## src/rtl/video_vram_writer.sv

```systemverilog
// Raster pixel stream to vram write port, with a full-frame clear sequencer.
// Optional frame_cnt/err_cnt outputs are enabled by VIDEO_VRAM_WRITER_STATS_EN.
module video_vram_writer #(
  parameter int WIDTH  = 640,
  parameter int HEIGHT = 480,
  parameter int IMAW   = 19,
  parameter int IMDW   = 8
) (
  input  logic            clk,
  input  logic            clk_en,
  input  logic            rst,
  input  logic            clr_req,
  input  logic [IMDW-1:0] clr_dat,
  output logic            busy,
  output logic            clr_done,
  input  logic            pix_valid,
  output logic            pix_ready,
  input  logic [IMDW-1:0] pix_dat,
  input  logic            pix_last,
  output logic            frame_done,
  output logic            err_sync,
  output logic            vram_clk_en_w,
  output logic            vram_we,
  output logic [IMAW-1:0] vram_adr_w,
  output logic [IMDW-1:0] vram_dat_w
`ifdef VIDEO_VRAM_WRITER_STATS_EN
  ,
  output logic [15:0]     frame_cnt,
  output logic [7:0]      err_cnt
`endif
);

  localparam int NPIXELS = WIDTH * HEIGHT;
  localparam logic [IMAW-1:0] LAST = IMAW'(NPIXELS - 1);

  typedef enum logic {ST_STREAM, ST_CLEAR} state_t;

  state_t          state_q, state_d;
  logic [IMAW-1:0] adr_q, adr_d;
  logic [IMDW-1:0] fill_q, fill_d;
  logic            busy_d, we_d, fd_d, err_d, cd_d;
  logic [IMAW-1:0] adr_w_d;
  logic [IMDW-1:0] dat_w_d;

  assign vram_clk_en_w = clk_en;
  assign pix_ready     = (state_q == ST_STREAM) & ~clr_req & clk_en;

  always_comb begin
    state_d = state_q;
    adr_d   = adr_q;
    fill_d  = fill_q;
    busy_d  = busy;
    we_d    = 1'b0;
    adr_w_d = vram_adr_w;
    dat_w_d = vram_dat_w;
    fd_d    = 1'b0;
    err_d   = 1'b0;
    cd_d    = 1'b0;
    case (state_q)
      ST_STREAM: begin
        // A clear request wins over a pixel offered in the same cycle.
        if (clr_req) begin
          state_d = ST_CLEAR;
          fill_d  = clr_dat;
          adr_d   = '0;
          busy_d  = 1'b1;
        end else if (pix_valid) begin
          we_d    = 1'b1;
          adr_w_d = adr_q;
          dat_w_d = pix_dat;
          if (adr_q == LAST) begin
            adr_d = '0;
            fd_d  = 1'b1;
            err_d = ~pix_last;
          end else if (pix_last) begin
            // Early frame marker: resync so the next pixel starts a frame.
            adr_d = '0;
            err_d = 1'b1;
          end else begin
            adr_d = adr_q + IMAW'(1);
          end
        end
      end
      ST_CLEAR: begin
        we_d    = 1'b1;
        adr_w_d = adr_q;
        dat_w_d = fill_q;
        if (adr_q == LAST) begin
          state_d = ST_STREAM;
          adr_d   = '0;
          busy_d  = 1'b0;
          cd_d    = 1'b1;
        end else begin
          adr_d = adr_q + IMAW'(1);
        end
      end
      default: state_d = ST_STREAM;
    endcase
  end

  always_ff @(posedge clk) begin
    if (rst) begin
      state_q    <= ST_STREAM;
      adr_q      <= '0;
      fill_q     <= '0;
      busy       <= 1'b0;
      clr_done   <= 1'b0;
      frame_done <= 1'b0;
      err_sync   <= 1'b0;
      vram_we    <= 1'b0;
      vram_adr_w <= '0;
      vram_dat_w <= '0;
    end else if (clk_en) begin
      state_q    <= state_d;
      adr_q      <= adr_d;
      fill_q     <= fill_d;
      busy       <= busy_d;
      clr_done   <= cd_d;
      frame_done <= fd_d;
      err_sync   <= err_d;
      vram_we    <= we_d;
      vram_adr_w <= adr_w_d;
      vram_dat_w <= dat_w_d;
    end
  end

`ifdef VIDEO_VRAM_WRITER_STATS_EN
  always_ff @(posedge clk) begin
    if (rst) begin
      frame_cnt <= '0;
      err_cnt   <= '0;
    end else if (clk_en) begin
      if (fd_d) frame_cnt <= frame_cnt + 16'd1;
      if (err_d && (err_cnt != 8'hFF)) err_cnt <= err_cnt + 8'd1;
    end
  end
`endif

endmodule

```

## config.mk

```make
export PLATFORM = sky130hd
export DESIGN_NAME = video_vram_writer
export DESIGN_NICKNAME = d
export VERILOG_FILES = /design/src/rtl/video_vram_writer.sv
export SDC_FILE = /design/constraint.sdc
export NUM_CORES = 1
export LEC_CHECK = 0
export ABC_AREA = 1
export BUFFER_PORTS_ARGS = -buffer_cell sky130_fd_sc_hd__buf_2
export CORE_UTILIZATION = 47
export DETAILED_ROUTE_END_ITERATION = 7
export MAX_ROUTING_LAYER = met4
export PLACE_DENSITY = 0.75
export REMOVE_ABC_BUFFERS = 1
export SLEW_MARGIN = 25
export SYNTH_ARGS = -nofsm -noshare
export SYNTH_HDL_FRONTEND = slang
export SYNTH_SLANG_ARGS = --single-unit
```

## constraint.sdc

```tcl
create_clock -name clk -period 1.4 [get_ports clk]
set_input_delay 0.07 -clock clk [delete_from_list [all_inputs] [get_ports clk]]
set_output_delay 0.07 -clock clk [all_outputs]
set_load 0.01 [all_outputs]
```

# --- After elaboration in Yosys (flattened, before gate mapping) ---
# Cells that the tools add are included.
word_totals:
  in_bits: 22
  output_inout_bits: 34
  reg_bits: 60
op_classes:
  reduce_logical: 4
  n_bitwise: 5
  n_addsub: 1
  n_eq_ne: 6
  muxes: 31
op_table:
  columns: ["cell", "count"]
  rows:
  - ["two-way mux 19 bit", 7]
  - ["one-hot mux 19 bit (2 select lines)", 2]
  - ["adder 19 x 1 -> 19 bit (second input constant)", 1]
  - ["== test 19 bit (second input constant)", 1]
  - ["two-way mux 1 bit", 16]
  - ["two-way mux 8 bit", 2]
  - ["one-hot mux 8 bit (2 select lines)", 1]
  - ["AND reduction 3 bit", 3]
  - ["inequality test 2 bit (second input constant)", 3]
  - ["one-hot mux 1 bit (2 select lines)", 3]
  - ["inequality test 3 bit (second input constant)", 1]
  - ["NOT 1 bit", 3]
  - ["bitwise AND 1 bit", 2]
  - ["inequality test 2 x 1 -> 1 bit (second input constant)", 1]
  - ["AND reduction 2 bit", 1]

# --- Logic depth before layout (Yosys ltp) ---
# Gate-level depths: netlist (run 1).
depth:
  word_depth: 6
  mapped_depth: 11

# --- Worst setup path after synthesis (run 1) ---
# Ideal clock, no wire load.
synth_timing:
  kind: "reg-to-reg"
  startpoint: "reg adr_q[0]"
  endpoint: "reg adr_q[12]"
  t_required_ps: 1285
  arrival_ps: 1372
  path_slack_ps: -87
  setup_ps: 115
  n_path_buf: 1
  stages_incl_launch_ff: 12
  cell_sequence: "dfxtp_1 > ha_1 > nand2_1 > nor2_2 > nand2_4 > nor2_4 > nand2_2 > nand2_2 > nand2_2 > nand2_4 > buf_12 > nor2_2"
synth_via:
  elab_chain_cells: 6
synth_rtl:
  columns: ["element", "line", "text"]
  rows:
  - ["start: declaration", "39", "logic [IMAW-1:0] adr_q, adr_d;"]
  - ["start signal: assignment", "115", "adr_q <= adr_d;"]
  - ["adder 19 x 1 -> 19 bit", "80, 94", null]
  - ["two-way mux 19 bit", "75", "end else if (pix_last) begin"]
  - ["two-way mux 19 bit", "71", "if (adr_q == LAST) begin"]
  - ["two-way mux 19 bit", "67", "end else if (pix_valid) begin"]
  - ["two-way mux 19 bit", "62", "if (clr_req) begin"]
  - ["one-hot mux 19 bit (2 select lines) *", "59", "case (state_q)"]
# Every way passes the cells marked *; elsewhere a longest branch is shown, timed or not. The select of a mux whose other input is x is not followed.
# A chain may end at the register's enable or synchronous reset.

# --- Worst setup path in the final report (run 1) ---
layout_timing:
  startpoint: "reg adr_q[0]"
  endpoint: "reg adr_q[15]"
# Same word-level chain as after synthesis.

==> results.sh, run 1 <==
export IMPL_status="finished with violations"
export IMPL_failed_checks="setup timing"
export IMPL_routed_wl_um=7070
export IMPL_slew_viol_final=0
export IMPL_min_path_cells=3
export IMPL_hold_class="in -> reg"
export IMPL_post_route_util=0.706
export IMPL_yosysMostFrequentCell="nand2_1"
export IMPL_clock_fmax_ghz=0.698
export IMPL_rrSetupSlack_ps=-30
export IMPL_grtUsageTotal=0.247
export IMPL_viasPerCell=5.18
export IMPL_reg2reg_depth=10
export IMPL_clock_latency_ps=340
export IMPL_drtPass1Iterations=5
export IMPL_grt_pass1_vias=2377
export IMPL_worstHoldStart="pix_dat[5]"
export IMPL_rows=26
export IMPL_clkPwrFrac=0.355
export IMPL_post_drt_wl_per_cell_um=13.6
export IMPL_critPathLaunchType="flip-flop"
export IMPL_overflow=0
export IMPL_cap_violations=0
export IMPL_synth_ff_type="dfxtp_1"
export IMPL_synth_area_leaders="dfxtp_1, nand2_1, o21ai_0"
export IMPL_area_growth_pct=42.2
export IMPL_p_seq_frac=0.506
export IMPL_finalCriticalPeriod_ps=1430
export IMPL_place_gp_congestion=0.857
export IMPL_synth_top_cell_by_area="dfxtp_1"
export IMPL_ys_types=30
export IMPL_num_io_pins=56
export IMPL_drt_iter0_drc=189
export IMPL_die_width_um=76.2
export IMPL_path_clk_slew_ps=60
export IMPL_layout_nets=472
export IMPL_drc=0
export IMPL_yosysWarnings=0
export IMPL_endpoint_kind="flip-flop"
export IMPL_tightestPinTransition_ps=792
export IMPL_cts_buffer_depth=2
export IMPL_netlist_top_cells_count="nand2_1, dfxtp_1, nor2_1"
export IMPL_placed_area_um2=3110
export IMPL_rsz0062_at_grt="true"
export IMPL_path_class="reg -> reg"
export IMPL_hold_end="vram_dat_w[5]"
export IMPL_arrival_ps=1660
export IMPL_leakagePower_nw=1.64
export IMPL_hold_viol_final=0
export IMPL_dieArea_um2=5800
export IMPL_setup_viol=16
export IMPL_cts_inserted_buffers=9
export IMPL_cp_required_ps=1630
export IMPL_antenna_left=0
export IMPL_reg2reg_to="adr_q[15]"
export IMPL_core_area_um2=5200
export IMPL_dp_final_hpwl_um=4120
export IMPL_drive_gt1_frac=0.347
export IMPL_syn_avg_cell_area_um2=7.56
export IMPL_syn_instance_count=342
export IMPL_skew_ps=5.10
export IMPL_cts_max_level=3
export IMPL_critical_path_max_fanout=5
export IMPL_initial_core_util=0.497
export IMPL_cts_root_buffer="clkbuf_8"
export IMPL_internal_power_mw=2.67
export IMPL_fin_crit_sh=1.02
export IMPL_yosysTopAreaCellShare=0.465
export IMPL_syn_cell_area_um2=2580
export IMPL_netSwitchingFraction=0.266
export IMPL_chipHeight_um=76.2
export IMPL_antenna_found_initial=0
export IMPL_synth_edff_count=0
export IMPL_crit_reg2reg_launch="adr_q[0]"
export IMPL_clkSinkCount=60
export IMPL_async_reset_ff_frac=0
export IMPL_max_slew_margin=0.471
export IMPL_cts_tree="built"
export IMPL_port_buffer_count=55
export IMPL_p_comb_frac=0.140
export IMPL_grt_start_max_net_pins=32
export IMPL_grt_pass1_wl_um=11000
export IMPL_fin_ws_ps=-33.6
export IMPL_ys_ff_latch=60
export IMPL_ys_seq_area_frac=0.465
export IMPL_vdd_drop_max_mv=0.998
export IMPL_p_sw_mw=0.964
export IMPL_pwr_density_cell_nw_per_um2=988
export IMPL_postLayoutCellArea_um2=3670
export IMPL_num_vias=2705
export IMPL_fill_cells=394
export IMPL_diodes=0
## cells in the final DEF, fill, tap and decap left out, drive strengths merged, types with 11 or more instances in the layout
master,count
a21oi,22
buf,90
clkbuf,11
dfxtp,60
dlygate4sd3,16
inv,31
nand2,75
nand3,13
nor2,60
o21ai,43
## worst max-delay path: stages (launching register included)
cell     delay (ps)
dfxtp_2         350
ha_4            160
nand2_4          60
nor2_4           90
nand2_4          90
nor2_4          120
nand2_4          70
nand2_4          80
nand2_8         110
nand2_8         130
nor2_2           60
## worst max path at each step
stage,start,end,depth (start not counted)
CTS,adr_q[1],adr_q[12],10
floorplan,state_q,vram_adr_w[11],5
detailed placement,adr_q[1],adr_q[5],10
global placement,adr_q[0],adr_q[5],10
finish,adr_q[0],adr_q[15],10
global route,adr_q[9],clr_done,6
## metrics by stage
step                      setup TNS (ps)  hold WS [ps]  setup slack (ps)  total power, mW  std cells
after CTS                          -1370         0.899             -85.1             3.64        518
after global placement             -1660           293              -104             2.26        484
final                               -208          7.94             -33.6             3.63        522
after floorplan                    -3010           139              -156             2.08        329
after detailed placement           -2950           303              -182             2.27        484
after global routing               -1510          15.2              -112             3.79        522
## cell type report
type                            instances  area [um^2]  share of cell area
Sequential cell                        60         1210               0.329
Multi-Input combinational cell        239         1380               0.376
Clock buffer                           11          141              0.0385
Timing Repair Buffer                  106          718               0.195
Tap cell                               70         87.6              0.0238
Inverter                               33          125              0.0340
Clock inverter                          3         15.0             0.00409
## logic make-up after synthesis
| kind of cell | after synthesis | share of synthesized area |
|---|---|---|
| mux | 1 | 0.00387 |
| fa+ha+maj | 1 | 0.00484 |
| xor+xnor | 8 | 0.0271 |
| buf+inv | 46 | 0.0784 |
| simple gates | 152 | 0.272 |
| flops | 60 | 0.465 |
| compound gates | 74 | 0.149 |
## routing by layer
metal	vias to the layer above	global-route usage	part of all wire
li1	1318	-	-
met1	1239	0.311	0.43
met2	124	0.386	0.47
met3	24	0.0359	0.074
met4	0	0.125	0.030
met5	-	-	0
## repair_timing
| item | CTS | global route |
|---|---|---|
| cloned | 3 | 0 |
| pin swaps | 17 | 9 |
| endpoints found under the hold margin | 17 | 0 |
| setup endpoints to repair | 20 | 26 |
| buffers inserted | 1 | 4 |
| hold buffers | 16 | 0 |
| resized for setup | 21 | 19 |
## flip-flops by register name, summed over array words and instances, names as in the netlist
signal,flops
adr_q,19
busy,1
clr_done,1
err_sync,1
fill_q,8
frame_done,1
state_q,1
vram_adr_w,19
vram_dat_w,8
vram_we,1
## power groups by stage
stage,Combinational (mW),Sequential [mW],Clock [mW]
final,0.508,1.84,1.29
after global routing,0.555,1.85,1.39
after CTS,0.491,1.83,1.31
after detailed placement,0.405,1.87,0
after global placement,0.399,1.87,0
after floorplan,0.178,1.91,0
Power figures use the tool's default switching activity.
==> run 2: changes to the inputs <==
==> constraint.sdc (replaced) <==
create_clock -name clk -period 1.4 [get_ports clk]
set_input_delay 0.14 -clock clk [delete_from_list [all_inputs] [get_ports clk]]
set_output_delay 0.14 -clock clk [all_outputs]
set_load 0.01 [all_outputs]
==> results.sh, run 2 (synthesis gave the netlist of run 1 again) <==
export IMPL_fin_ws_ps=-23.4
export IMPL_fill_cells=437
export IMPL_area_growth_pct=34.8
export IMPL_setup_viol=15
export IMPL_port_buffer_count=55
export IMPL_finalCriticalPeriod_ps=1420
export IMPL_cap_violations=0
export IMPL_rrSetupSlack_ps=-20
export IMPL_rows=26
export IMPL_reg2reg_to="adr_q[11]"
export IMPL_critPathMaxStageDelay_ps=330
export IMPL_power_mw=3.61
export IMPL_layout_nets=454
export IMPL_cp_required_ps=1630
export IMPL_crit_reg2reg_launch="adr_q[4]"
export IMPL_grtUsageTotal=0.228
export IMPL_final_cell_mix="nand2_1, dfxtp_1, buf_2"
export IMPL_hold_end="clr_done"
export IMPL_initial_core_util=0.497
export IMPL_drtPass1Iterations=4
export IMPL_holdWs_ps=21.0
export IMPL_path_class="reg -> reg"
export IMPL_cts_root_buffer="clkbuf_8"
export IMPL_overflow=0
export IMPL_vdd_drop_max_mv=0.613
export IMPL_drive_gt1_frac=0.346
export IMPL_rsz0062_at_grt="true"
export IMPL_cts_inserted_buffers=9
export IMPL_drt_iter0_drc=142
export IMPL_placed_area_um2=3120
export IMPL_clock_fmax_ghz=0.703
export IMPL_postLayoutCellArea_um2=3480
export IMPL_post_drt_wl_per_cell_um=11.9
export IMPL_chipHeight_um=76.2
export IMPL_largestRegisters="adr_q x19, vram_adr_w x19"
export IMPL_reg2reg_depth=8
export IMPL_num_io_pins=56
export IMPL_num_vias=2477
export IMPL_clock_latency_ps=340
export IMPL_viasPerCell=4.90
export IMPL_die_width_um=76.2
export IMPL_hold_viol_final=0
export IMPL_antenna_left=0
export IMPL_slew_viol_final=0
export IMPL_drc=0
export IMPL_dp_final_hpwl_um=4080
export IMPL_grt_start_max_net_pins=32
export IMPL_worstPathCellList="buf_4 > nand2_1 > nor2_2 > nand2_1 > nor2_1 > nand2_1 > xor2_1 > nor2_2"
export IMPL_status="finished with violations"
export IMPL_endpoint_kind="flip-flop"
export IMPL_routed_wl_um=6000
export IMPL_path_clk_slew_ps=60
export IMPL_skew_ps=6.00
export IMPL_dieArea_um2=5800
export IMPL_post_route_util=0.669
export IMPL_min_path_cells=2
export IMPL_max_slew_margin=0.514
export IMPL_dp_cells=485
export IMPL_multiInputGateArea_um2=1360
export IMPL_cts_max_level=3
export IMPL_critPathLaunchType="flip-flop"
export IMPL_failed_checks="setup timing"
export IMPL_layout_commonest_cell="nand2_1"
export IMPL_cts_buffer_depth=2
export IMPL_seq_area_um2=1200
export IMPL_core_area_um2=5200
export IMPL_antenna_found_initial=0
export IMPL_worstHoldStart="rst"
export IMPL_arrival_ps=1660
export IMPL_diodes=0
export IMPL_fin_crit_sh=1.02
export IMPL_cts_tree="built"
export IMPL_stdcell_count=506
export IMPL_clkSinkCount=60
export IMPL_hold_class="in -> reg"
export IMPL_grt_pass1_vias=2247
export IMPL_cpMostUsedCell="nand2_1"
export IMPL_leakagePower_nw=1.56
export IMPL_tightestPinTransition_ps=728
export IMPL_grt_pass1_wl_um=10100
export IMPL_postCtsHoldBufs=0
export IMPL_critical_path_max_fanout=3
export IMPL_place_gp_congestion=0.873
export IMPL_pwr_density_cell_nw_per_um2=1040
export IMPL_crit_slowest_cell="dfxtp_1"
## run 2: changes by cell type in the layout (fill, tap and decap cells not counted), sizes merged
cell / change
dlygate4sd3: -16
clkbuf: +3
buf: -2
clkinv: -1
## run 2: how the worst max path moves through the flow
stage,startpoint,to,slack [ps],depth (start not counted)
after floorplan,state_q,vram_adr_w[11],-160,5
after global placement,adr_q[0],adr_q[5],-100,10
after detailed placement,adr_q[0],adr_q[10],-170,10
after CTS,adr_q[1],adr_q[2],-60,10
after global routing,adr_q[4],adr_q[11],-110,8
final,adr_q[4],adr_q[11],-20,8
## run 2: cell type report
class / instances / area share
well taps: 70 / 0.0251
clock buffers: 14 / 0.0438
inverters: 33 / 0.0359
flip-flops and latches: 60 / 0.345
multi-input cells: 239 / 0.391
clock inverters: 2 / 0.00287
repair buffers: 88 / 0.156
## run 2: power by group
group / internal, mW / total (mW) / switching [mW]
clock network: 0.687 / 1.32 / 0.632
registers: 1.80 / 1.83 / 0.0385
logic: 0.180 / 0.457 / 0.278
## run 2: per-layer routing
layer | part of all wire | GRT usage | up-vias | routed length (um)
met2 | 0.45 | 0.341 | 48 | 2700
met4 | 0.029 | 0.112 | 0 | 177
met1 | 0.49 | 0.291 | 1128 | 2930
li1 | - | - | 1287 | -
met5 | 0 | - | - | 0
met3 | 0.033 | 0.0515 | 14 | 198
## run 2: stage by stage
stage               setup slack, ps  TNS (ps)
finish                        -23.4      -187
global route                   -107     -1410
CTS                           -60.8      -949
detailed placement             -170     -2760
global placement               -100     -1600
floorplan                      -156     -3010
## run 2: timing repair
item                       4_1_cts  5_1_grt
buffers inserted                 2        0
pin swaps                       17        5
gates cloned                     3        0
resized for setup               17       18
setup endpoints to repair       22       33
## run 2: worst max-delay path: cells and delay by family (launching register included)
kind,cells,cell delay [ps]
DFF,1,330
xor gates and xnor gates,1,180
buffers and inverters,1,110
and+or+nand+nor,6,700
==> run 3: changes to the inputs <==
--- a/config.mk
+++ b/config.mk
@@ -7,6 +7,7 @@
 export LEC_CHECK = 0
 export ABC_AREA = 1
 export BUFFER_PORTS_ARGS = -buffer_cell sky130_fd_sc_hd__buf_2
+export CORE_MARGIN = 2
 export CORE_UTILIZATION = 47
 export DETAILED_ROUTE_END_ITERATION = 7
 export MAX_ROUTING_LAYER = met4
@@ -16,3 +17,4 @@
 export SYNTH_ARGS = -nofsm -noshare
 export SYNTH_HDL_FRONTEND = slang
 export SYNTH_SLANG_ARGS = --single-unit
+export TNS_END_PERCENT = 1
==> results.sh, run 3 (synthesis gave the netlist of run 1 again) <==
export IMPL_fill_cells=448
export IMPL_antenna_left=0
export IMPL_cts_max_level=3
export IMPL_num_vias=2650
export IMPL_largestRegisters="adr_q x19, vram_adr_w x19"
export IMPL_path_class="reg -> reg"
export IMPL_arrival_ps=1690
export IMPL_max_slew_margin=0.510
export IMPL_initial_core_util=0.478
export IMPL_clock_latency_ps=340
export IMPL_postCtsHoldBufs=0
export IMPL_overflow=0
export IMPL_dp_cells=485
export IMPL_diodes=0
export IMPL_holdWs_ps=21.8
export IMPL_skew_ps=5.87
export IMPL_clkPwrFrac=0.444
export IMPL_path_clk_slew_ps=70
export IMPL_netSwitchingFraction=0.238
export IMPL_port_buffer_count=55
export IMPL_dp_final_hpwl_um=4280
export IMPL_fin_ws_ps=-49.7
export IMPL_grt_start_max_net_pins=31
export IMPL_drc=0
export IMPL_rows=27
export IMPL_place_gp_congestion=0.867
export IMPL_endpoint_kind="flip-flop"
export IMPL_leakagePower_nw=1.62
export IMPL_antenna_found_initial=0
export IMPL_cp_required_ps=1640
export IMPL_rsz0062_at_grt="true"
export IMPL_p_seq_frac=0.443
export IMPL_grtUsageTotal=0.235
export IMPL_pre_cts_slack_ps=-193
export IMPL_p_sw_mw=0.984
export IMPL_setup_viol=20
export IMPL_postLayoutCellArea_um2=3590
export IMPL_chipHeight_um=78.2
export IMPL_viasPerCell=5.19
export IMPL_num_io_pins=56
export IMPL_hold_viol_final=0
export IMPL_critPathLaunchType="flip-flop"
export IMPL_status="finished with violations"
export IMPL_placed_area_um2=3100
export IMPL_stdcell_count=511
export IMPL_drt_iter0_drc=181
export IMPL_layout_commonest_cell="nand2_1"
export IMPL_post_route_util=0.664
export IMPL_post_drt_wl_per_cell_um=13.6
export IMPL_cap_violations=0
export IMPL_drtPass1Iterations=4
export IMPL_finalCriticalPeriod_ps=1450
export IMPL_critical_path_max_fanout=5
export IMPL_p_comb_frac=0.112
export IMPL_final_cell_mix="nand2_1, dfxtp_1, buf_2"
export IMPL_failed_checks="setup timing"
export IMPL_vdd_drop_max_mv=0.698
export IMPL_routed_wl_um=6970
export IMPL_tightestPinTransition_ps=735
export IMPL_setup_tns_final_ps=-729
export IMPL_power_mw=4.14
export IMPL_cts_tree="built"
export IMPL_hold_class="in -> reg"
export IMPL_pwr_density_cell_nw_per_um2=1150
export IMPL_core_area_um2=5410
export IMPL_cts_root_buffer="clkbuf_8"
export IMPL_area_growth_pct=38.8
export IMPL_internal_power_mw=3.15
export IMPL_grt_pass1_vias=2465
export IMPL_drive_gt1_frac=0.362
export IMPL_fin_crit_sh=1.04
export IMPL_seq_area_um2=1210
export IMPL_layout_nets=457
export IMPL_clock_fmax_ghz=0.690
export IMPL_multiInputGateArea_um2=1370
export IMPL_die_width_um=78.2
export IMPL_slew_viol_final=0
export IMPL_clkSinkCount=60
export IMPL_dieArea_um2=6110
export IMPL_cts_inserted_buffers=9
export IMPL_cts_buffer_depth=2
export IMPL_grt_pass1_wl_um=11000
==> run 3: power by group through the flow <==
stage	Clock (mW)	Combinational [mW]	Sequential (mW)
floorplan	0	0.178	1.91
global placement	0	0.396	1.87
detailed placement	0	0.405	1.87
CTS	1.86	0.458	1.83
global route	1.96	0.519	1.84
finish	1.84	0.466	1.84
==> run 3: final timing paths <==
path                   start        end  slack, ps  cells after the start
setup / recovery    adr_q[0]  adr_q[18]        -50                     10
hold / removal    clr_dat[0]  fill_q[0]         20                      3
setup reg to reg    adr_q[0]  adr_q[18]        -50                     10
hold reg to reg     clr_done   clr_done        470                      2
==> run 3: critical path: stages, from the launching register on <==
cell,delay [ps]
dfxtp_2,350
ha_4,150
nand2_4,50
nor2_4,100
nand2_4,100
nor2_4,130
nand2_4,80
nand2_4,90
nand2_8,110
nand2_8,130
nor2_2,40
==> run 3: timing repair <==
action	CTS	global route
pin swaps	16	11
gates resized for setup	21	20
setup buffers	2	5
gates cloned	3	0
setup endpoints to repair	20	35
==> run 3: cell type report <==
class / count / area share
inverter: 33 / 0.0359
clock buffer: 11 / 0.0366
tap: 72 / 0.0251
multi-input combinational: 239 / 0.382
timing repair buffer: 91 / 0.157
sequential: 60 / 0.336
clock inverter: 5 / 0.0279
==> run 3: per-layer routing <==
metal | part of all wire | track usage | vias up
li1 | - | - | 1292
met1 | 0.42 | 0.272 | 1243
met2 | 0.50 | 0.387 | 92
met3 | 0.050 | 0.0529 | 23
met4 | 0.029 | 0.112 | 0
met5 | 0 | - | -
